===== config.mk =====
export PLATFORM = sky130hd
export DESIGN_NAME = program_sequencer_flat
export DESIGN_NICKNAME = d
export VERILOG_FILES = /design/src/rtl/simple_machine_pkg.sv /design/src/rtl/program_sequencer_if.sv /design/src/rtl/exec_watchdog.sv /design/src/rtl/program_sequencer.sv /design/src/flat_wrapper.sv
export SDC_FILE = /design/constraint.sdc
export NUM_CORES = 1
export LEC_CHECK = 0
export CORE_MARGIN = 1.5
export CORE_UTILIZATION = 55
export CTS_BUF_LIST = sky130_fd_sc_hd__clkbuf_8
export DETAILED_ROUTE_END_ITERATION = 10
export DONT_BUFFER_PORTS = 1
export MAX_ROUTING_LAYER = met4
export PLACE_DENSITY = 0.73
export SLEW_MARGIN = 20
export SYNTH_ARGS = -nofsm -noshare
export SYNTH_HDL_FRONTEND = slang
export SYNTH_SLANG_ARGS = --single-unit

===== constraint.sdc =====
create_clock -name Clock -period 1.8 [get_ports Clock]
set_input_delay 0.36 -clock Clock [delete_from_list [all_inputs] [get_ports Clock]]
set_output_delay 0.36 -clock Clock [all_outputs]
set_load 0.02 [all_outputs]

===== src/rtl/simple_machine_pkg.sv =====
// Shared definitions for the simple machine: executor opcodes, sequencer states
// and the status flags derived from each sequencer state.
package simple_machine_pkg;

    localparam logic [3:0] OP_NOP        = 4'h0;
    localparam logic [3:0] OP_LOAD_CONST = 4'h1;
    localparam logic [3:0] OP_MOVE_REG   = 4'h2;
    localparam logic [3:0] OP_ADD_CONST  = 4'h3;
    localparam logic [3:0] OP_ADD_REG    = 4'h4;
    localparam logic [3:0] OP_SUB_CONST  = 4'h5;
    localparam logic [3:0] OP_SUB_REG    = 4'h6;
    localparam logic [3:0] OP_MUL_CONST  = 4'h7;
    localparam logic [3:0] OP_MUL_REG    = 4'h8;
    localparam logic [3:0] OP_HALT       = 4'hF;

    localparam int OPCODE_W = 20;

    typedef enum logic [2:0] {
        S_IDLE  = 3'd0,
        S_FETCH = 3'd1,
        S_LATCH = 3'd2,
        S_EXEC  = 3'd3,
        S_FLUSH = 3'd4,
        S_PAUSE = 3'd5,
        S_HALT  = 3'd6,
        S_FAULT = 3'd7
    } seq_state_t;

    typedef struct packed {
        logic running;
        logic halted;
        logic fault;
    } seq_status_t;

    function automatic seq_status_t status_of(seq_state_t s);
        seq_status_t st;
        st.running = (s == S_FETCH) || (s == S_LATCH) || (s == S_EXEC) || (s == S_FLUSH);
        st.halted  = (s == S_HALT);
        st.fault   = (s == S_FAULT);
        return st;
    endfunction

endpackage


===== src/rtl/program_sequencer_if.sv =====
// Program ROM and executor pins seen by the sequencer.
interface program_sequencer_if #(
    parameter int A = 4
);
    import simple_machine_pkg::*;

    // ProgData answers ProgAddr one cycle later. OpCode non-zero is the request;
    // ExecDone high acknowledges it, and the following zero OpCode retires it.
    logic [A-1:0]          ProgAddr;
    logic [OPCODE_W-1:0]   ProgData;
    logic [OPCODE_W-1:0]   OpCode;
    logic                  ExecDone;

    modport master (output ProgAddr, output OpCode, input ProgData, input ExecDone);
    modport slave  (input ProgAddr, input OpCode, output ProgData, output ExecDone);

endinterface


===== src/rtl/exec_watchdog.sv =====
// Counts executor cycles and flags the cycle in which the count reaches TIMEOUT.
module exec_watchdog #(
    parameter int TIMEOUT = 15
) (
    input  logic Clock,
    input  logic Reset,
    input  logic clear,
    input  logic enable,
    output logic timeout
);

    localparam logic [7:0] LIMIT = 8'(TIMEOUT - 1);

    logic [7:0] count;

    always_ff @(posedge Clock) begin
        if (Reset || clear) begin
            count <= '0;
        end else if (enable && count != 8'hFF) begin
            count <= count + 8'd1;
        end
    end

    // High during the TIMEOUT-th enabled cycle, so the edge closing it is the fault edge.
    assign timeout = enable && (count >= LIMIT);

endmodule


===== src/rtl/program_sequencer.sv =====
// Fetches opcodes from the program ROM and hands them one at a time to the executor,
// with start, halt, single-step and watchdog fault handling.
module program_sequencer
    import simple_machine_pkg::*;
#(
    parameter int A       = 4,
    parameter int TIMEOUT = 15
) (
    input  logic                Clock,
    input  logic                Reset,
    input  logic                Start,
    input  logic                SingleStep,
    program_sequencer_if.master bus,
    output logic                Running,
    output logic                Halted,
    output logic                Fault,
    output logic [7:0]          InstrCount,
    output seq_state_t          State
);

    localparam logic [A-1:0] PC_LAST = '1;

    seq_state_t           state;
    seq_status_t          status;
    logic [A-1:0]         pc;
    logic [OPCODE_W-1:0]  opcode;
    logic [7:0]           instr_count;
    logic                 wd_clear;
    logic                 wd_enable;
    logic                 wd_timeout;

    assign wd_clear  = (state == S_LATCH);
    assign wd_enable = (state == S_EXEC);

    exec_watchdog #(.TIMEOUT(TIMEOUT)) u_watchdog (
        .Clock   (Clock),
        .Reset   (Reset),
        .clear   (wd_clear),
        .enable  (wd_enable),
        .timeout (wd_timeout)
    );

    // The last address ends the program instead of wrapping to 0.
    function automatic seq_state_t advance_to(logic [A-1:0] p, logic step);
        if (p == PC_LAST) return S_HALT;
        return step ? S_PAUSE : S_FETCH;
    endfunction

    always_ff @(posedge Clock) begin
        if (Reset) begin
            state       <= S_IDLE;
            status      <= '0;
            pc          <= '0;
            opcode      <= '0;
            instr_count <= '0;
        end else begin
            case (state)
                S_IDLE, S_HALT, S_FAULT: begin
                    if (Start) begin
                        state       <= S_FETCH;
                        status      <= status_of(S_FETCH);
                        pc          <= '0;
                        instr_count <= '0;
                    end
                end
                S_FETCH: begin
                    state  <= S_LATCH;
                    status <= status_of(S_LATCH);
                end
                S_LATCH: begin
                    case (bus.ProgData[19:16])
                        OP_HALT: begin
                            state  <= S_HALT;
                            status <= status_of(S_HALT);
                        end
                        OP_NOP: begin
                            state  <= advance_to(pc, SingleStep);
                            status <= status_of(advance_to(pc, SingleStep));
                            if (pc != PC_LAST) pc <= pc + 1'b1;
                        end
                        default: begin
                            opcode <= bus.ProgData;
                            state  <= S_EXEC;
                            status <= status_of(S_EXEC);
                        end
                    endcase
                end
                S_EXEC: begin
                    if (bus.ExecDone) begin
                        opcode <= '0;
                        state  <= S_FLUSH;
                        status <= status_of(S_FLUSH);
                        if (instr_count != 8'hFF) instr_count <= instr_count + 8'd1;
                    end else if (wd_timeout) begin
                        opcode <= '0;
                        state  <= S_FAULT;
                        status <= status_of(S_FAULT);
                    end
                end
                S_FLUSH: begin
                    state  <= advance_to(pc, SingleStep);
                    status <= status_of(advance_to(pc, SingleStep));
                    if (pc != PC_LAST) pc <= pc + 1'b1;
                end
                S_PAUSE: begin
                    if (Start) begin
                        state  <= S_FETCH;
                        status <= status_of(S_FETCH);
                    end
                end
                default: begin
                    state  <= S_IDLE;
                    status <= '0;
                    opcode <= '0;
                end
            endcase
        end
    end

    assign bus.ProgAddr = pc;
    assign bus.OpCode   = opcode;
    assign Running      = status.running;
    assign Halted       = status.halted;
    assign Fault        = status.fault;
    assign InstrCount   = instr_count;
    assign State        = state;

endmodule


===== src/flat_wrapper.sv =====
// flat-port wrapper written by rule: the top's interface ports become plain ports
module program_sequencer_flat import simple_machine_pkg::*;
#(
    parameter int A       = 4,
    parameter int TIMEOUT = 15
)
  (Clock, Reset, Start, SingleStep, Running, Halted, Fault, InstrCount, State, bus_ProgAddr, bus_OpCode, bus_ProgData, bus_ExecDone);
  program_sequencer_if #(.A(A)) bus_i ();
  input  logic Clock;
  input  logic Reset;
  input  logic Start;
  input  logic SingleStep;
  output logic Running;
  output logic Halted;
  output logic Fault;
  output logic [7:0] InstrCount;
  output seq_state_t State;
  output wire logic [$bits(bus_i.ProgAddr)-1:0] bus_ProgAddr;
  output wire logic [$bits(bus_i.OpCode)-1:0] bus_OpCode;
  input wire logic [$bits(bus_i.ProgData)-1:0] bus_ProgData;
  input wire logic [$bits(bus_i.ExecDone)-1:0] bus_ExecDone;
  assign bus_ProgAddr = bus_i.ProgAddr;
  assign bus_OpCode = bus_i.OpCode;
  assign bus_i.ProgData = bus_ProgData;
  assign bus_i.ExecDone = bus_ExecDone;
  program_sequencer #(.A(A), .TIMEOUT(TIMEOUT)) u_core (.Clock(Clock), .Reset(Reset), .Start(Start), .SingleStep(SingleStep), .bus(bus_i), .Running(Running), .Halted(Halted), .Fault(Fault), .InstrCount(InstrCount), .State(State));
endmodule

==> results.json <==
{
  "fin_total_pwr_mw": 3.52,
  "die_outline_width_um": 66.5,
  "root_buffer_selected_by_cts": "clkbuf_8",
  "total_overflow_reported_by_the_global_router": 0,
  "fp.coreArea_sq_mm": 0.00377,
  "cts_buffers": 5,
  "synth-warning-count": 0,
  "required_ps": 2040,
  "vias_per_cell": 6.54,
  "final_critical_path_setup_slack_ps": 2.53,
  "grt_usage": 0.243,
  "fillCellCount": 296,
  "critical_path_buf_inv_count": 3,
  "synthesis.area_sq_mm": 0.00221,
  "run_status": "finished clean",
  "slew_viol_final": 0,
  "slew_headroom": 0.687,
  "worst-slew-pin-transition_ps": 466,
  "dieHeight_um": 66.5,
  "grt_first_pass_wirelength_um": 8000,
  "detailed_place_hpwl_um": 3650,
  "timing.final.crit_share": 0.999,
  "synth-edff-count": 0,
  "syn_avg_cell_area_sq_um": 9.63,
  "yosys_most_used_dff": "dfxtp_1",
  "cts_tree": "yes",
  "first_pass_iters": 4,
  "sequentialPowerShare": 0.392,
  "vdd.ir_drop.worst_v": 0.000599,
  "max_cap_violations": 0,
  "worst_setup_path_type": "reg2reg",
  "clock.fmax_mhz": 556,
  "gpl.final_weighted_congestion": 0.937,
  "syn_inst": 230,
  "setup.worst_path.end_class": "flop",
  "fin_skew_ps": 7.02,
  "total_setup_violations_reported_at_the_end_of_the_flow": 0,
  "grt_max_degree": 21,
  "finish.net_count": 278,
  "ys_ff_latch": 46,
  "routed_wire_length_per_instance_um": 17.7,
  "cts.sinks": 46,
  "insertion_delay_ps": 300,
  "multi_input_area_sq_mm": 0.00122,
  "combPwrFrac": 0.343,
  "totalWireLength_um": 5270,
  "post_route_cells_drive_above_1_share": 0.220,
  "switchingPower_mw": 1.22,
  "startpoint_type": "flop",
  "worst_path_max_delay_cell": "dfxtp_2",
  "ant_nets": 0,
  "timing.final.hold_violations": 0,
  "p_leak_nw": 0.943,
  "drt_iter0_markers": 125,
  "synthDistinctLibCells": 61,
  "critical_path_peak_fanout": 5,
  "fp-row-count": 22,
  "ff_latch_area_sq_um": 922,
  "flow.area_growth_from_synthesis_pct": 17.5,
  "worst_ep_arrival_time_ps": 2040,
  "htreeDepth": 2,
  "setup_slack_at_placement_ps": 26.2,
  "register_area_share_after_synthesis": 0.416,
  "cts-root-to-sink-buffers": 2,
  "critical-path-top-delay-family": "compound AO/OA/AOI/OAI gates",
  "die_area_sq_mm": 0.00442,
  "critical_path.max_stage_delay_ps": 360,
  "class_of_the_worst_hold_path": "in2reg",
  "diodes": 0,
  "async_reset_ff_frac": 0,
  "port-buffer-count": 0,
  "detail_route.drc_violations": 0,
  "netSwitchingFraction": 0.348,
  "synth_fp_nets": 259,
  "initial_core_util": 0.587,
  "antenna_found_initial": 0,
  "floorplan.io_pins": 63,
  "period_needed_ps": 1800,
  "crit_chain": "inv_2, ha_2, o211ai_1, nand4b_1, a31oi_2, buf_4, clkbuf_16, a22o_1",
  "intPower_mw": 2.29,
  "vias": 1948,
  "via_count_of_the_first_global_routing_pass": 1841,
  "power_density_mw_per_mm2": 1350,
  "clkSlewWorstSetupHoldPaths_ps": 90,
  "share_clk_of_total_power": 0.265
}
==> layout by cell type (no fill, tap or decap), types with 7 or more instances in the layout <==
cell / Yosys / routed
or3_1: 7 / 7
a22o_1: 20 / 20
nand3_1: 14 / 14
nand2_1: 8 / 8
dfxtp_1: 46 / 45
nand2b_1: 7 / 7
o21ai_0: 9 / 9
buf_4: 3 / 21
a21oi_1: 14 / 14
nor2_1: 7 / 7
==> path summary, 6_finish.rpt <==
kind / endpoint / slack [ps] / startpoint / depth (start not counted)
worst max register to register: u_core.bus.OpCode[15] / 3 / u_core.u_watchdog.count[0] / 8
worst min-delay path: u_core.InstrCount[3] / 120 / Reset / 1
worst max-delay path: u_core.bus.OpCode[15] / 3 / u_core.u_watchdog.count[0] / 8
worst min register to register: u_core.u_watchdog.count[7] / 510 / u_core.u_watchdog.count[7] / 2
==> power by group through the flow <==
| stage | Sequential [mW] | Combinational [mW] | Clock [mW] |
|---|---|---|---|
| 4_1_cts | 1.38 | 1.09 | 0.939 |
| 3_5_place_dp | 1.40 | 1.08 | 0 |
| 3_3_place_gp | 1.40 | 1.04 | 0 |
| 2_1_floorplan | 1.43 | 0.792 | 0 |
| 6_report | 1.38 | 1.21 | 0.931 |
| 5_1_grt | 1.40 | 1.31 | 0.988 |
==> sequential cells by signal, indices dropped and copies added (netlist names) <==
signal / flops
u_core.bus.ProgAddr: 4
u_core.Halted: 1
u_core.u_watchdog.count: 8
u_core.Fault: 1
u_core.Running: 1
u_core.InstrCount: 8
u_core.bus.OpCode: 20
u_core.State: 3
==> stage by stage <==
step / instances / util / cell area (sq um) / TNS [ps] / hold WS [ps]
floorplan: 230 / - / 2210 / 0 / 472
detailed placement: 285 / 0.629 / 2370 / 0 / 433
CTS: 293 / 0.669 / 2520 / 0 / 117
finish: 298 / 0.690 / 2600 / 0 / 120
global placement: 285 / 0.629 / 2370 / 0 / 432
global route: 298 / 0.690 / 2600 / -1140 / 105
==> Yosys cell counts (3+ instances only) <==
library cell	instances	area (sq um)
xor2_1	5	43.8
buf_2	6	30.0
dfxtp_1	46	921
o31ai_1	3	22.5
o211ai_1	6	45.0
inv_1	6	22.5
a31oi_1	3	18.8
a21oi_1	14	70.1
nand2b_1	7	43.8
nand3_1	14	70.1
nand4_1	3	18.8
ha_1	4	50.1
and3_1	3	18.8
a22o_1	20	175
nor4_1	3	18.8
nor2_1	7	26.3
or3_1	7	43.8
clkbuf_1	3	11.3
nand2_1	8	30.0
a211oi_1	4	30.0
buf_4	3	22.5
o21ai_0	9	45.0
==> per-layer routing <==
layer  vias up  part of all wire  GRT usage
li1        918                 -          -
met4         0             0.013     0.0689
met5         -                 0          -
met3         7             0.086     0.0794
met2        91              0.52      0.424
met1       932              0.38      0.263
==> kinds of logic (layout without fill, tap and decap cells) <==
logic type	Yosys count	count (layout)	synth area share
multiplexers	1	1	0.00452
XOR/XNOR	7	7	0.0277
buffers and inverters	20	40	0.0463
adder cells (fa/ha/maj)	4	4	0.0226
flip-flops	46	46	0.416
AO/OA/AOI/OAI	81	81	0.277
AND/OR/NAND/NOR	71	71	0.206
==> worst reg2reg max path: cells and delay by family (launching register included) <==
kind / cells / cell delay, ps
adder cells (fa/ha/maj): 1 / 160
flip-flops: 1 / 360
AND/OR/NAND/NOR: 1 / 180
AO/OA/AOI/OAI: 3 / 660
buffers and inverters: 3 / 370
==> repair_timing <==
action	4_1_cts	5_1_grt
hold buffers	0	0
gates resized for setup	1	9
gates cloned	0	2
endpoints found under the setup margin	1	24
buffers inserted	0	3
hold endpoints to repair	0	0
pin swaps	0	6
==> cell type report <==
| cell class | instances | share of cell area |
|---|---|---|
| Clock buffer | 6 | 0.0317 |
| Inverter | 6 | 0.00866 |
| Sequential cell | 46 | 0.354 |
| Clock inverter | 2 | 0.0231 |
| Multi-Input combinational cell | 164 | 0.469 |
| Timing Repair Buffer | 26 | 0.0899 |
| Tap cell | 48 | 0.0231 |
Power figures use the tool's default switching activity.
